==> src/rtl/net_pkg.sv <==
// Shared network constants, ARP parser state encoding and result payload.
package net_pkg;

    localparam logic [15:0] ARP_HTYPE_ETH = 16'h0001;
    localparam logic [15:0] IP_TYPE       = 16'h0800;
    localparam logic [7:0]  ARP_HLEN      = 8'd6;
    localparam logic [7:0]  ARP_PLEN      = 8'd4;
    localparam logic [15:0] ARP_OP_REQ    = 16'd1;
    localparam logic [15:0] ARP_OP_REPLY  = 16'd2;

    localparam int unsigned ARP_IDX_W = 5;
    localparam int unsigned CNT_W     = 16;

    typedef enum logic [1:0] {
        SYNC,
        IDLE,
        RECV,
        HOLD
    } arp_rx_state_t;

    typedef struct packed {
        logic [15:0] oper;
        logic [47:0] sha;
        logic [31:0] spa;
    } arp_result_t;

    // True when a byte at the given payload index violates a fixed field or the target IP.
    function automatic logic arp_field_bad(input logic [ARP_IDX_W-1:0] idx,
                                           input logic [7:0]           d,
                                           input logic [31:0]          local_ip);
        logic bad;
        bad = 1'b0;
        case (idx)
            5'd0:    bad = (d != ARP_HTYPE_ETH[15:8]);
            5'd1:    bad = (d != ARP_HTYPE_ETH[7:0]);
            5'd2:    bad = (d != IP_TYPE[15:8]);
            5'd3:    bad = (d != IP_TYPE[7:0]);
            5'd4:    bad = (d != ARP_HLEN);
            5'd5:    bad = (d != ARP_PLEN);
            5'd6:    bad = (d != ARP_OP_REQ[15:8]);
            5'd7:    bad = (d != ARP_OP_REQ[7:0]) && (d != ARP_OP_REPLY[7:0]);
            5'd24:   bad = (d != local_ip[31:24]);
            5'd25:   bad = (d != local_ip[23:16]);
            5'd26:   bad = (d != local_ip[15:8]);
            5'd27:   bad = (d != local_ip[7:0]);
            default: bad = 1'b0;
        endcase
        return bad;
    endfunction

endpackage

==> src/rtl/sat_cnt16.sv <==
// 16-bit event counter that sticks at all-ones instead of wrapping.
module sat_cnt16
    import net_pkg::*;
(
    input  logic             clk,
    input  logic             rst_n,
    input  logic             en,
    output logic [CNT_W-1:0] q
);

    always_ff @(posedge clk or negedge rst_n) begin
        if (!rst_n) begin
            q <= '0;
        end else if (en && (q != {CNT_W{1'b1}})) begin
            q <= q + CNT_W'(1);
        end
    end

endmodule

==> src/rtl/arp_rx.sv <==
// ARP receive parser: validates the 28-byte payload, extracts sender fields and
// holds one result on a valid/ready handshake until the consumer takes it.
module arp_rx
    import net_pkg::*;
#(
    parameter logic [31:0] LOCAL_IP   = 32'hC0A8_006E,
    parameter int unsigned ARP_LENGTH = 28
) (
    input  logic        logic_clk,
    input  logic        logic_rst_n,
    input  logic [7:0]  arp_rdata_in,
    input  logic        arp_rvalid_in,
    output logic        arp_rready_out,
    input  logic        arp_rlast_in,
    output logic        arp_valid_out,
    input  logic        arp_ready_in,
    output logic [15:0] arp_oper_out,
    output logic [47:0] arp_sha_out,
    output logic [31:0] arp_spa_out,
    output logic [15:0] arp_ok_cnt_out,
    output logic [15:0] arp_err_cnt_out
);

    localparam logic [ARP_IDX_W-1:0] LAST_IDX = ARP_IDX_W'(ARP_LENGTH - 1);
    localparam logic [ARP_IDX_W-1:0] IDX_MAX  = {ARP_IDX_W{1'b1}};

    arp_rx_state_t        state, state_next;
    logic [ARP_IDX_W-1:0] cnt, cnt_next, cnt_inc;
    logic                 err, err_next, err_now;
    arp_result_t          cap, cap_next;
    arp_result_t          res, res_next;
    logic                 valid_next, rready_next;
    logic                 ok_inc, err_inc;
    logic                 beat;

    assign beat    = arp_rvalid_in & arp_rready_out;
    assign cnt_inc = (cnt == IDX_MAX) ? cnt : cnt + ARP_IDX_W'(1);

    always_ff @(posedge logic_clk or negedge logic_rst_n) begin
        if (!logic_rst_n) begin
            state          <= SYNC;
            cnt            <= '0;
            err            <= 1'b0;
            cap            <= '0;
            res            <= '0;
            arp_valid_out  <= 1'b0;
            arp_rready_out <= 1'b1;
        end else begin
            state          <= state_next;
            cnt            <= cnt_next;
            err            <= err_next;
            cap            <= cap_next;
            res            <= res_next;
            arp_valid_out  <= valid_next;
            arp_rready_out <= rready_next;
        end
    end

    always_comb begin
        state_next  = state;
        cnt_next    = cnt;
        err_next    = err;
        cap_next    = cap;
        res_next    = res;
        valid_next  = arp_valid_out;
        rready_next = arp_rready_out;
        ok_inc      = 1'b0;
        err_inc     = 1'b0;
        err_now     = err | arp_field_bad(cnt, arp_rdata_in, LOCAL_IP);

        // Field capture by byte index; SHA/SPA shift in big-endian.
        if (beat && ((state == IDLE) || (state == RECV))) begin
            if (cnt == 5'd6) begin
                cap_next.oper[15:8] = arp_rdata_in;
            end else if (cnt == 5'd7) begin
                cap_next.oper[7:0] = arp_rdata_in;
            end else if ((cnt >= 5'd8) && (cnt <= 5'd13)) begin
                cap_next.sha = {cap.sha[39:0], arp_rdata_in};
            end else if ((cnt >= 5'd14) && (cnt <= 5'd17)) begin
                cap_next.spa = {cap.spa[23:0], arp_rdata_in};
            end
        end

        case (state)
            SYNC: begin
                if (!arp_rvalid_in || (beat && arp_rlast_in)) begin
                    state_next = IDLE;
                end
            end
            IDLE, RECV: begin
                if (beat) begin
                    if (arp_rlast_in) begin
                        cnt_next = '0;
                        err_next = 1'b0;
                        if ((cnt < LAST_IDX) || err_now) begin
                            err_inc    = 1'b1;
                            state_next = IDLE;
                        end else begin
                            res_next    = cap_next;
                            valid_next  = 1'b1;
                            rready_next = 1'b0;
                            state_next  = HOLD;
                        end
                    end else begin
                        cnt_next   = cnt_inc;
                        err_next   = err_now;
                        state_next = RECV;
                    end
                end
            end
            HOLD: begin
                if (arp_valid_out && arp_ready_in) begin
                    ok_inc      = 1'b1;
                    valid_next  = 1'b0;
                    rready_next = 1'b1;
                    state_next  = IDLE;
                end
            end
            default: state_next = SYNC;
        endcase
    end

    assign arp_oper_out = res.oper;
    assign arp_sha_out  = res.sha;
    assign arp_spa_out  = res.spa;

    sat_cnt16 u_ok_cnt (
        .clk   (logic_clk),
        .rst_n (logic_rst_n),
        .en    (ok_inc),
        .q     (arp_ok_cnt_out)
    );

    sat_cnt16 u_err_cnt (
        .clk   (logic_clk),
        .rst_n (logic_rst_n),
        .en    (err_inc),
        .q     (arp_err_cnt_out)
    );

endmodule

==> config.mk <==
export PLATFORM = sky130hd
export DESIGN_NAME = arp_rx
export DESIGN_NICKNAME = d
export VERILOG_FILES = /design/src/rtl/net_pkg.sv /design/src/rtl/sat_cnt16.sv /design/src/rtl/arp_rx.sv
export SDC_FILE = /design/constraint.sdc
export NUM_CORES = 1
export LEC_CHECK = 0
export ABC_CLOCK_PERIOD_IN_PS = 8600
export CORE_MARGIN = 8
export CORE_UTILIZATION = 30
export DETAILED_ROUTE_END_ITERATION = 10
export SLEW_MARGIN = 20
export SYNTH_ARGS = -nofsm -noshare
export SYNTH_HDL_FRONTEND = slang
export SYNTH_SLANG_ARGS = --single-unit
==> constraint.sdc <==
create_clock -name logic_clk -period 8.6 [get_ports logic_clk]
set_input_delay 2.58 -clock logic_clk [delete_from_list [all_inputs] [get_ports logic_clk]]
set_output_delay 2.58 -clock logic_clk [all_outputs]
set_load 0.05 [all_outputs]
== After elaboration in Yosys (flattened, before gate mapping) ==
Cells that the tools add are included.

* Logic and storage cells: 112
* Input bits: 13
* Flip-flop bits (word level): 234
* Output and inout bits: 130

* Bitwise operators: 3
* Equality and inequality tests: 31
* Add/sub/neg operators: 3
* Reduce and logical (&&, ||, !) cells: 23
* $lt $le $gt $ge: 5
* Multiplexer cells: 34

{| class="wikitable"
|+ Operators by type and width
! kind !! number
|-
| 96-bit 2-to-1 mux || 1
|-
| 88-bit 2-to-1 mux || 1
|-
| 80-bit 2-to-1 mux || 1
|-
| 32-bit 2-to-1 mux || 2
|-
| 48-bit 2-to-1 mux || 1
|-
| 16-bit by 1-bit adder with 16-bit output (second input constant) || 2
|-
| 16-bit != test (second input constant) || 2
|-
| 5-bit == test (second input constant) || 5
|-
| 5-bit by 3-bit == test with 1-bit output (second input constant) || 4
|-
| 8-bit 2-to-1 mux || 2
|-
| 8-bit by 3-bit != test with 1-bit output (second input constant) || 2
|-
| 8-bit != test (second input constant) || 2
|-
| 1-bit 2-to-1 mux || 15
|-
| 2-bit != test (second input constant) || 6
|-
| 5-bit by 2-bit == test with 1-bit output (second input constant) || 2
|-
| 5-bit by 4-bit greater-or-equal comparator with 1-bit output (second input constant) || 2
|-
| 2-bit 2-to-1 mux || 5
|-
| 5-bit 2-to-1 mux || 2
|-
| 1-bit case mux with 9 select lines || 1
|-
| 1-bit logical AND || 8
|-
| 8-bit by 1-bit != test with 1-bit output (second input constant) || 1
|-
| 8-bit by 2-bit != test with 1-bit output (second input constant) || 1
|-
| 8-bit by 4-bit != test with 1-bit output (second input constant) || 1
|-
| 8-bit by 7-bit != test with 1-bit output (second input constant) || 1
|-
| other kinds (24) || 29
|}

== Longest topological paths before layout ==
Gate-level depths: netlist of run 1.

* Depth in word-level cells: 10
* Depth in mapped cells: 13
* Gate-level depth less buffers: 10

== Hierarchy ==
A second synthesis of run 1 with hierarchy kept.

* Cells, all modules: 692
* Area, all modules: 9869.5 µm²

{| class="wikitable"
|+ By module, submodules not included
! module !! cells each !! instances !! area each (µm²) !! seq. area each (µm²)
|-
| arp_rx || 543 || 1 || 8202.9 || 5056.1
|-
| sat_cnt16 at u_err_cnt || 77 || 1 || 884.6 || 400.4
|-
| sat_cnt16 at u_ok_cnt || 72 || 1 || 782.0 || 400.4
|}

== Worst setup path after synthesis of run 1 ==
OpenSTA, ideal clock, no wires.

* Path type: in2reg
* Start: in arp_rdata_in[2]
* End: reg res, in the netlist arp_oper_out[0]
* Required time: 8.475 ns
* Arrival time: 4.839 ns
* Setup time: 0.125 ns
* Stages: 10
* Slack: 3.635 ns
* Path buffers: 2
* Path through: nand2_1 -> or3_1 -> a221o_1 -> a211o_1 -> a211oi_2 -> nor4b_4 -> nand2_2 -> buf_6 -> buf_6 -> mux2_4

* Longest elaborated chain between the ends: 7
* Elaborated cells between the ends (all ways): 15
* Classes of those cells: 8 x eq/ne; 1 x mux; 2 x bitwise; 4 x reduce/logical

{| class="wikitable"
|+ Ends and longest elaborated chain
! item !! line !! text
|-
| from (decl) || arp_rx.sv:11 || <nowiki>input logic [7:0] arp_rdata_in,</nowiki>
|-
| 8-bit by 1-bit != test with 1-bit output or 8-bit by 2-bit != test with 1-bit output (tied branches) || net_pkg.sv:35, net_pkg.sv:41 ||
|-
| 1-bit logical AND || net_pkg.sv:41 || <nowiki>5'd7: bad = (d != ARP_OP_REQ[7:0]) && (d != ARP_OP_REPLY[7:0]);</nowiki>
|-
| 1-bit case mux with 9 select lines * || net_pkg.sv:33 || <nowiki>case (idx)</nowiki>
|-
| 1-bit OR * || arp_rx.sv:69 || <nowiki>err_now = err | arp_field_bad(cnt, arp_rdata_in, LOCAL_IP);</nowiki>
|-
| 1-bit logical OR * || arp_rx.sv:95 || <nowiki>if ((cnt < LAST_IDX) || err_now) begin</nowiki>
|-
| 1-bit inverter (no line) * || n/a ||
|-
| 4-bit AND reduction (no line) * || n/a ||
|-
| to (signal assigned) || arp_rx.sv:53 || <nowiki>res <= res_next;</nowiki>
|-
| to (decl) || arp_rx.sv:31 || <nowiki>arp_result_t res, res_next;</nowiki>
|}

Every way passes the cells marked *; elsewhere a longest branch is shown, timed or not.
A chain may end at the register's enable or synchronous reset.

== Final worst setup path of run 1 ==
* Start: in arp_rdata_in[2]
* End: reg res, in the netlist arp_spa_out[3]

Same word-level chain as after synthesis.

==> metrics.txt, run 1 <==
layout overhead on the synthesized area 28.4%; Gates resized, CTS repair 0; power dissipated by switching net loads 0.465 mW; timing-limited maximum frequency 0.158 GHz; WP buf/inv 1; hold-fix buffer count after cts 0; Final Hold Viols 0; Setup Fix Bufs, Post-CTS 0; P per Cell Area 182 nW/um^2; H-tree levels 1; measured slew at the worst slew-check pin 1.07 ns; total routing usage reported by global routing 0.112; clock insertion delay at the later pin of the skew report 0.52 ns; flop and latch count out of synthesis 234; Routability Congestion 0.797; share of the synthesized area in the top cell type 0.602; share of the synthesized area in compound gates (AO/OA/AOI/OAI) 0.0267; leakage power 6.03 nW; Sequential Power Share 0.488; data arrival time at the worst-slack endpoint 6.73 ns; die footprint 38,300 sq um; cell with the largest stage delay on the worst path sky130_fd_sc_hd__nor4b_4; Netlist Area Pre-Place 9690 sq um; TritonCTS buffer count 27; xor-xnor portion of the synthesized cell area 0.0271; final critical-path required period 6.33 ns; share of flip-flops with an asynchronous set or reset after synthesis 1.00; initial antenna violation count 0; Die Height 196 microns; Final Max Tran Viols 0; share of total power in the clock network 0.496; first-pass GRT wire length 35.2 mm; number of input and output port buffers inserted 142; drt drc 0; pin count of the biggest net entering global routing 124; Bufs on Longest Clock Path 3; final critical-path share of the clock period 0.736; delay contributed by the slowest stage of the critical path 0.92 ns; Total Power Consumption 2.26 mW; area share of fa/ha/maj cells after synthesis 0.0116; Overflow after GRT 0; # setup viols final 0; count of flip-flops with a built-in enable after synthesis 0; post-layout net count 844; Final HPWL DP 14.1 mm; largest family of logic cells by synthesized area multiplexers; number of rows in the core area 66; first-pass iteration count of the detailed router 4; distinct cell type count of the synthesized netlist 50; type of the worst min-delay path flip-flop to flip-flop; setup total negative slack 0 ns; cell types with the largest area share after synthesis sky130_fd_sc_hd__dfrtp_1, sky130_fd_sc_hd__mux2_2, sky130_fd_sc_hd__mux2_4; via density per instance 4.66; dominant delay contributor by cell family on the critical path simple AND/OR/NAND/NOR gates; Synthesized Nets 696; number of max-cap violations 0; sinks on the clock net 234; antenna fix cells 0; syn avg cell area 14.4 sq um; Via Count 5,809; multiplexer fraction of the synthesized cell area 0.242; Max Fanout on Critical Path 97; Wirelength per Cell 17.3 microns; effective utilization at floorplan 0.301; clock-pin slew of the registers on the worst-case setup and hold paths 0.06 ns; P_int 1.79 mW; chain of cells forming the critical path clkdlybuf4s50_1, nand2_1, or3_1, a221o_1, a211o_1, a211oi_2, nor4b_4, nand2_8, mux2_4; net switching fraction of the power 0.206; number of standard cells after synthesis 674; startpoint-to-endpoint class of the critical path input port to flip-flop; remaining antenna violation count 0; share of final-layout standard cells stronger than drive strength 1 0.293; outcome completed; non-filler cells in the finished layout 1,247; Critical Path Start Type input port; Die Width 196 microns; required time of the critical path 9.00 ns; wire length after detailed routing 21.6 mm; sequential cell area fraction in the yosys report 0.604; yosys warns 0; combinational share of power 0.017; post-synthesis cell type with the largest combined area sky130_fd_sc_hd__dfrtp_1; area of the core region 32,200 sq um; most used flip-flop cell after synthesis sky130_fd_sc_hd__dfrtp_1; via count of the first global-routing pass 6,228; RSZ-0062 raised after global routing no; count of boundary I/O pins 143; category of the worst setup path capture point flip-flop; Detailed Route Iter0 Violations 201; placed instance count 1,201; maximum ir drop on the vdd rail 0.118 mV; post-synthesis share of cell area spent on and, or, nand and nor gates 0.0698; clock tree from TritonCTS yes; worst clock skew on the final layout 0.0134 ns; CTS Root Buffer Type sky130_fd_sc_hd__clkbuf_16; normalized max-slew margin 0.281
[final cells by class]
cell class / instances / area [sq um]
clock inverters: 5 / 81.3
well taps: 408 / 510
fillers: 3095 / 19800
repair buffers: 146 / 1470
flip-flops and latches: 234 / 5860
inverters: 10 / 37.5
multi-input cells: 403 / 3700
clock buffers: 41 / 788
[per-stage QoR]
stage / utilization / cell area, sq um / setup slack, ns / hold WS (ns)
final: 0.386 / 12400 / 2.27 / 0.491
after global routing: 0.386 / 12400 / 2.02 / 0.505
after CTS: 0.386 / 12400 / 2.30 / 0.498
after detailed placement: 0.359 / 11600 / 1.74 / 0.475
after global placement: 0.359 / 11600 / 1.80 / 0.479
after floorplan: - / 9690 / 3.64 / 0.468
[registers in the layout (all words and copies together), names as in the netlist]
register,count
arp_oper_out,16
cap,96
arp_sha_out,48
arp_valid_out,1
err,1
state,2
arp_rready_out,1
cnt,5
u_err_cnt.q,16
u_ok_cnt.q,16
arp_spa_out,32
[layer usage]
layer	track usage	vias up	wire, microns
li1	-	2703	-
met2	0.179	116	10100
met5	0	-	0
met3	0.0305	34	1270
met4	0.0278	0	362
met1	0.149	2956	9860
[Yosys cell counts (7+ instances only)]
cell type / n
sky130_fd_sc_hd__nor3_1: 13
sky130_fd_sc_hd__a21oi_1: 8
sky130_fd_sc_hd__xor2_1: 18
sky130_fd_sc_hd__inv_1: 10
sky130_fd_sc_hd__o21ai_0: 7
sky130_fd_sc_hd__dfrtp_1: 233
sky130_fd_sc_hd__mux2_4: 29
sky130_fd_sc_hd__nand4_1: 11
sky130_fd_sc_hd__nor4_1: 8
sky130_fd_sc_hd__nand2_1: 27
sky130_fd_sc_hd__clkbuf_1: 14
sky130_fd_sc_hd__mux2_2: 167
sky130_fd_sc_hd__nor2_1: 25
sky130_fd_sc_hd__nand3_1: 14
sky130_fd_sc_hd__buf_2: 7
sky130_fd_sc_hd__and3_1: 7
sky130_fd_sc_hd__xnor2_1: 12
sky130_fd_sc_hd__ha_1: 9
[logic make-up after synthesis]
group                    count (synthesis)
flip-flops                             234
multiplexers                           199
AND/OR/NAND/NOR                        128
AO/OA/AOI/OAI                           37
buffers and inverters                   37
XOR/XNOR                                30
adder cells (fa/ha/maj)                  9
[cells in the final DEF, fill, tap and decap left out, types with 13 or more instances in the layout]
cell type and instances:
sky130_fd_sc_hd__clkbuf_16 27, sky130_fd_sc_hd__clkdlybuf4s50_1 141, sky130_fd_sc_hd__dfrtp_1 233, sky130_fd_sc_hd__mux2_2 167, sky130_fd_sc_hd__mux2_4 29, sky130_fd_sc_hd__nand2_1 27
sky130_fd_sc_hd__nand3_1 14, sky130_fd_sc_hd__nor2_1 25, sky130_fd_sc_hd__nor3_1 13, sky130_fd_sc_hd__xor2_1 18
[path summary, 6_finish.rpt]
path	slack (ns)	startpoint	cells after the start	endpoint
setup / recovery	2.27	arp_rdata_in[2]	9	arp_spa_out[3]
max in group asynchronous	5.32	logic_rst_n	2	u_ok_cnt.q[11]
min in group asynchronous	2.10	logic_rst_n	1	arp_sha_out[45]
setup reg to reg	3.88	cnt[2]	8	arp_spa_out[3]
hold reg to reg	0.49	cap[28]	1	cap[28]
hold / removal	0.49	cap[28]	1	cap[28]
[power groups by stage]
| stage | Sequential (mW) | Clock (mW) | Combinational (mW) |
|---|---|---|---|
| floorplan | 1.12 | 0 | 0.00371 |
| global placement | 1.12 | 0 | 0.0402 |
| detailed placement | 1.12 | 0 | 0.0406 |
| CTS | 1.10 | 1.16 | 0.0405 |
| global route | 1.10 | 1.21 | 0.0438 |
| finish | 1.10 | 1.12 | 0.0376 |
Note: power is estimated with default switching activity, not from simulation.
==> run 2, diff against run 1 <==
ABC_CLOCK_PERIOD_IN_PS = 6100   (was 8600)
clock period = 6.1 ns   (was 8.6 ns; I/O delays follow)
==> run 2 against run 1 <==
  * Combinational power rose by 52%
  * Die area stayed put
  * Worst setup slack got worse by 0.92 ns
  * Non-clock buffer count is 5 higher
  * First-iteration DRC count up 2.5%
  * Register-to-register slack lost 1.8 ns
  * Largest cell class unchanged
==> metrics.txt, run 2 (synthesized netlist as in run 1, its figures left out) <==
multi-input logic area 3700 sq um; Register-to-Register Setup Slack 2.12 ns; register containing the most flip-flops in the final layout cap; Routability Congestion 0.792; layout overhead on the synthesized area 29.5%; leakage power 6.09 nW; effective utilization at floorplan 0.301; Final Hold Viols 0; Filler Cells Inserted 3,073; die footprint 38,300 sq um; count of boundary I/O pins 143; Die Width 196 microns; Max Fanout on Critical Path 97; Overflow after GRT 0; TritonCTS buffer count 27; total routing usage reported by global routing 0.113; Final HPWL DP 14.2 mm; hold-fix buffer count after cts 0; antenna fix cells 0; Placed Area 11,600 sq um; category of the worst setup path capture point flip-flop; setup total negative slack 0 ns; Setup Fix Bufs, Post-CTS 0; Bufs on Longest Clock Path 3; number of flip-flops in the largest register 96; via count of the first global-routing pass 6,282; timing-limited maximum frequency 0.211 GHz; Detailed Route Iter0 Violations 206; placed instance count 1,205; startpoint-to-endpoint class of the critical path input port to flip-flop; type of the worst min-delay path flip-flop to flip-flop; worst clock skew on the final layout 0.00644 ns; first-pass iteration count of the detailed router 4; P per Cell Area 258 nW/um^2; Die Height 196 microns; via density per instance 4.65; Gates resized, CTS repair 0; share of final-layout standard cells stronger than drive strength 1 0.309; normalized max-slew margin 0.394; maximum ir drop on the vdd rail 0.187 mV; clock tree from TritonCTS yes; commonest non-fill, non-tap cells in the layout sky130_fd_sc_hd__dfrtp_1, sky130_fd_sc_hd__mux2_2, sky130_fd_sc_hd__clkdlybuf4s50_1, sky130_fd_sc_hd__mux2_4; required time of the critical path 6.51 ns; Via Count 5,836; clock-pin slew of the registers on the worst-case setup and hold paths 0.06 ns; number of rows in the core area 66; pin count of the biggest net entering global routing 130; post-layout net count 849; initial antenna violation count 1; # setup viols final 0; H-tree levels 1; data arrival time at the worst-slack endpoint 5.16 ns; area taken by flip-flops and latches 5860 sq um; area of the core region 32,200 sq um; first-pass GRT wire length 35.6 mm; number of max-cap violations 0; Final Max Tran Viols 0; drt drc 0; final critical-path share of the clock period 0.779; clock insertion delay at the later pin of the skew report 0.53 ns; final critical-path required period 4.75 ns; number of input and output port buffers inserted 142; CTS Root Buffer Type sky130_fd_sc_hd__clkbuf_16; RSZ-0062 raised after global routing no; measured slew at the worst slew-check pin 0.908 ns; Wirelength per Cell 17.2 microns; outcome completed; cell area after layout 12,600 sq um; most common library cell in the layout ignoring fill and taps sky130_fd_sc_hd__dfrtp_1; wire length after detailed routing 21.6 mm; Critical Path Start Type input port; non-filler cells in the finished layout 1,256; remaining antenna violation count 0; sinks on the clock net 234
run 2: cell types whose count changed in the layout (fill, tap and decap cells not counted):
cell and delta:
sky130_fd_sc_hd__clkinv_2 +5, sky130_fd_sc_hd__inv_6 +3, sky130_fd_sc_hd__clkinv_4 +1, sky130_fd_sc_hd__buf_16 +1, sky130_fd_sc_hd__clkbuf_1 -7, sky130_fd_sc_hd__buf_4 +4
sky130_fd_sc_hd__clkinvlp_4 +2
run 2: critical path, cell delays in order:
cell and delay [ns]:
sky130_fd_sc_hd__clkdlybuf4s50_1 0.45, sky130_fd_sc_hd__buf_4 0.16, sky130_fd_sc_hd__nand2_1 0.05, sky130_fd_sc_hd__or3_1 0.30
sky130_fd_sc_hd__a221o_1 0.30, sky130_fd_sc_hd__a211o_1 0.27, sky130_fd_sc_hd__a211oi_2 0.27, sky130_fd_sc_hd__nor4b_4 0.40
sky130_fd_sc_hd__nand2_8 0.56, sky130_fd_sc_hd__mux2_4 0.51
run 2: worst paths after layout:
path                       cells after the start             from               to
setup / recovery                              10  arp_rdata_in[2]   arp_spa_out[6]
hold / removal                                 1   u_ok_cnt.q[15]   u_ok_cnt.q[15]
setup reg to reg                               8           cnt[2]   arp_spa_out[6]
hold reg to reg                                1   u_ok_cnt.q[15]   u_ok_cnt.q[15]
max in group asynchronous                      2      logic_rst_n  u_err_cnt.q[12]
min in group asynchronous                      1      logic_rst_n          cap[68]
run 2: layout make-up:
cell class,count,share of cell area
clock buffer,34,0.0607
inverter,10,0.00299
timing repair buffer,151,0.122
clock inverter,16,0.0125
multi-input combinational,403,0.295
tap,408,0.0407
sequential,234,0.467
run 2: report_power, final:
| part | switching (mW) | internal (mW) | total [mW] |
|---|---|---|---|
| registers | 0 | 1.55 | 1.55 |
| clock network | 0.654 | 0.975 | 1.63 |
| logic | 0.0430 | 0.0139 | 0.0570 |
run 2: metrics by stage:
| step | hold slack (ns) | total power [mW] | util | setup slack (ns) |
|---|---|---|---|---|
| finish | 0.495 | 3.24 | 0.390 | 1.35 |
| global route | 0.511 | 3.38 | 0.390 | 1.18 |
| CTS | 0.498 | 3.30 | 0.389 | 1.35 |
| detailed placement | 0.481 | 1.64 | 0.360 | 0.777 |
| global placement | 0.477 | 1.64 | 0.360 | 0.850 |
| floorplan | 0.468 | 1.59 | - | 1.89 |
run 2: routing by layer:
metal,wire length [microns],GRT usage,vias to the layer above,share of wire
met5,0,0,-,0
met3,1290,0.0319,28,0.060
li1,-,-,2720,-
met4,466,0.0275,0,0.022
met1,9810,0.150,2963,0.46
met2,9990,0.180,125,0.46
==> run 3, diff against run 2 <==
ABC_CLOCK_PERIOD_IN_PS = 4600   (was 6100)
clock period = 4.6 ns   (was 6.1 ns; I/O delays follow)
==> run 3 against run 2 <==
  * Routed wire length grew 1.8%
  * Clock power rose by 33%
  * Sequential power up 33%
  * Critical path depth did not move
  * Critical endpoint is now arp_oper_out[6]
==> metrics.txt, run 3 (synthesized netlist as in run 1, its figures left out) <==
required time of the critical path 5.01 ns; Final HPWL DP 14.8 mm; final critical-path required period 3.79 ns; number of rows in the core area 66; final critical-path share of the clock period 0.825; via density per instance 4.62; Register-to-Register Setup Slack 1.05 ns; clock-pin slew of the registers on the worst-case setup and hold paths 0.06 ns; Gates resized, CTS repair 0; wire length after detailed routing 21.9 mm; most common library cell in the layout ignoring fill and taps sky130_fd_sc_hd__dfrtp_1; # setup viols final 0; Overflow after GRT 0; Detailed Route Iter0 Violations 176; number of max-cap violations 0; Critical Path Start Type input port; pre-CTS setup slack 0.250 ns; clock insertion delay at the later pin of the skew report 0.53 ns; launching point of the worst reg2reg path cnt[2]; RSZ-0062 raised after global routing no; data arrival time at the worst-slack endpoint 4.20 ns; type of the worst min-delay path flip-flop to flip-flop; Die Width 196 microns; area of the core region 32,200 sq um; timing-limited maximum frequency 0.264 GHz; pin count of the biggest net entering global routing 89; clock tree from TritonCTS yes; worst clock skew on the final layout 0.00888 ns; worst reg2reg path endpoint arp_oper_out[6]; number of flip-flops in the largest register 96; die footprint 38,300 sq um; first-pass GRT wire length 36.0 mm; setup total negative slack 0 ns; Final Hold Viols 0; sinks on the clock net 234; remaining antenna violation count 0; worst setup path endpoint arp_oper_out[6]; hold-fix buffer count after cts 0; H-tree levels 1; CTS Root Buffer Type sky130_fd_sc_hd__clkbuf_16; outcome completed; total routing usage reported by global routing 0.115; maximum ir drop on the vdd rail 0.231 mV; Bufs on Longest Clock Path 3; TritonCTS buffer count 28; via count of the first global-routing pass 6,310; effective utilization at floorplan 0.301; initial antenna violation count 0; measured slew at the worst slew-check pin 0.611 ns; Wirelength per Cell 17.4 microns; setup ws final 0.806 ns; P per Cell Area 341 nW/um^2; Final Max Tran Viols 0; startpoint-to-endpoint class of the critical path input port to flip-flop; commonest non-fill, non-tap cells in the layout sky130_fd_sc_hd__dfrtp_1, sky130_fd_sc_hd__mux2_2, sky130_fd_sc_hd__clkdlybuf4s50_1, sky130_fd_sc_hd__mux2_4, sky130_fd_sc_hd__clkbuf_16; final core utilization 0.392; depth of the worst register-to-register path 9; Routability Congestion 0.799; drt drc 0; number of input and output port buffers inserted 142; Setup Fix Bufs, Post-CTS 0; CP startpoint arp_rdata_in[2]; normalized max-slew margin 0.592; Via Count 5,820; layout overhead on the synthesized area 30.1%; leakage power 6.12 nW; category of the worst setup path capture point flip-flop; count of boundary I/O pins 143; first-pass iteration count of the detailed router 4; Filler Cells Inserted 3,072; share of final-layout standard cells stronger than drive strength 1 0.309; Die Height 196 microns; post-layout net count 856; register containing the most flip-flops in the final layout cap; Max Fanout on Critical Path 57; antenna fix cells 0
## run 3: changes by cell type in the layout (fill, tap and decap cells not counted)
cell	change
sky130_fd_sc_hd__clkinv_4	-1
sky130_fd_sc_hd__buf_4	+4
sky130_fd_sc_hd__buf_16	-1
sky130_fd_sc_hd__inv_6	-3
sky130_fd_sc_hd__clkbuf_16	+2
sky130_fd_sc_hd__inv_8	+1
sky130_fd_sc_hd__clkbuf_1	+3
sky130_fd_sc_hd__buf_12	+3
sky130_fd_sc_hd__clkbuf_8	-3
## run 3: routing by layer
metal,GRT usage,wire length (microns),up-vias
met4,0.0284,388,0
li1,-,-,2734
met5,0,0,-
met1,0.151,9910,2937
met2,0.185,10300,120
met3,0.0315,1340,29
## run 3: report_power, final
part	switching, mW	total, mW	internal, mW	leakage [nW]
sequential	0	2.06	2.06	3.25
clock	0.860	2.17	1.31	0.446
combinational	0.0578	0.0766	0.0187	2.43
## run 3: worst max-delay path, stage by stage
cell and delay (ns):
sky130_fd_sc_hd__clkdlybuf4s50_1 0.51, sky130_fd_sc_hd__nand2_1 0.06, sky130_fd_sc_hd__or3_1 0.30, sky130_fd_sc_hd__a221o_1 0.30
sky130_fd_sc_hd__a211o_1 0.28, sky130_fd_sc_hd__a211oi_2 0.25, sky130_fd_sc_hd__nor4b_4 0.40, sky130_fd_sc_hd__nand2_8 0.10
sky130_fd_sc_hd__buf_12 0.23, sky130_fd_sc_hd__mux2_4 0.34
## run 3: per-stage QoR
stage / instance area [sq um] / total power, mW / hold slack, ns / instances
after floorplan: 9690 / 2.10 / 0.468 / 674
after global placement: 11700 / 2.18 / 0.478 / 1212
after detailed placement: 11700 / 2.18 / 0.479 / 1212
after CTS: 12600 / 4.39 / 0.494 / 1261
after global routing: 12600 / 4.49 / 0.507 / 1261
final: 12600 / 4.30 / 0.488 / 1261
## run 3: layout make-up
cell class | instances | area, sq um | area share
Clock buffer | 36 | 782 | 0.0620
Inverter | 10 | 37.5 | 0.00298
Clock inverter | 13 | 133 | 0.0105
Tap cell | 408 | 510 | 0.0405
Timing Repair Buffer | 157 | 1590 | 0.126
Multi-Input combinational cell | 403 | 3700 | 0.294
Sequential cell | 234 | 5860 | 0.464
## run 3: how the worst min path moves through the flow
stage                     end            from  cells past startpoint
2_1_floorplan         cap[24]         cap[24]                      1
3_3_place_gp   u_err_cnt.q[9]  u_err_cnt.q[9]                      1
3_5_place_dp   u_err_cnt.q[9]  u_err_cnt.q[9]                      1
4_1_cts        u_err_cnt.q[9]  u_err_cnt.q[9]                      1
5_1_grt        u_err_cnt.q[5]  u_err_cnt.q[5]                      1
6_report       u_err_cnt.q[5]  u_err_cnt.q[5]                      1
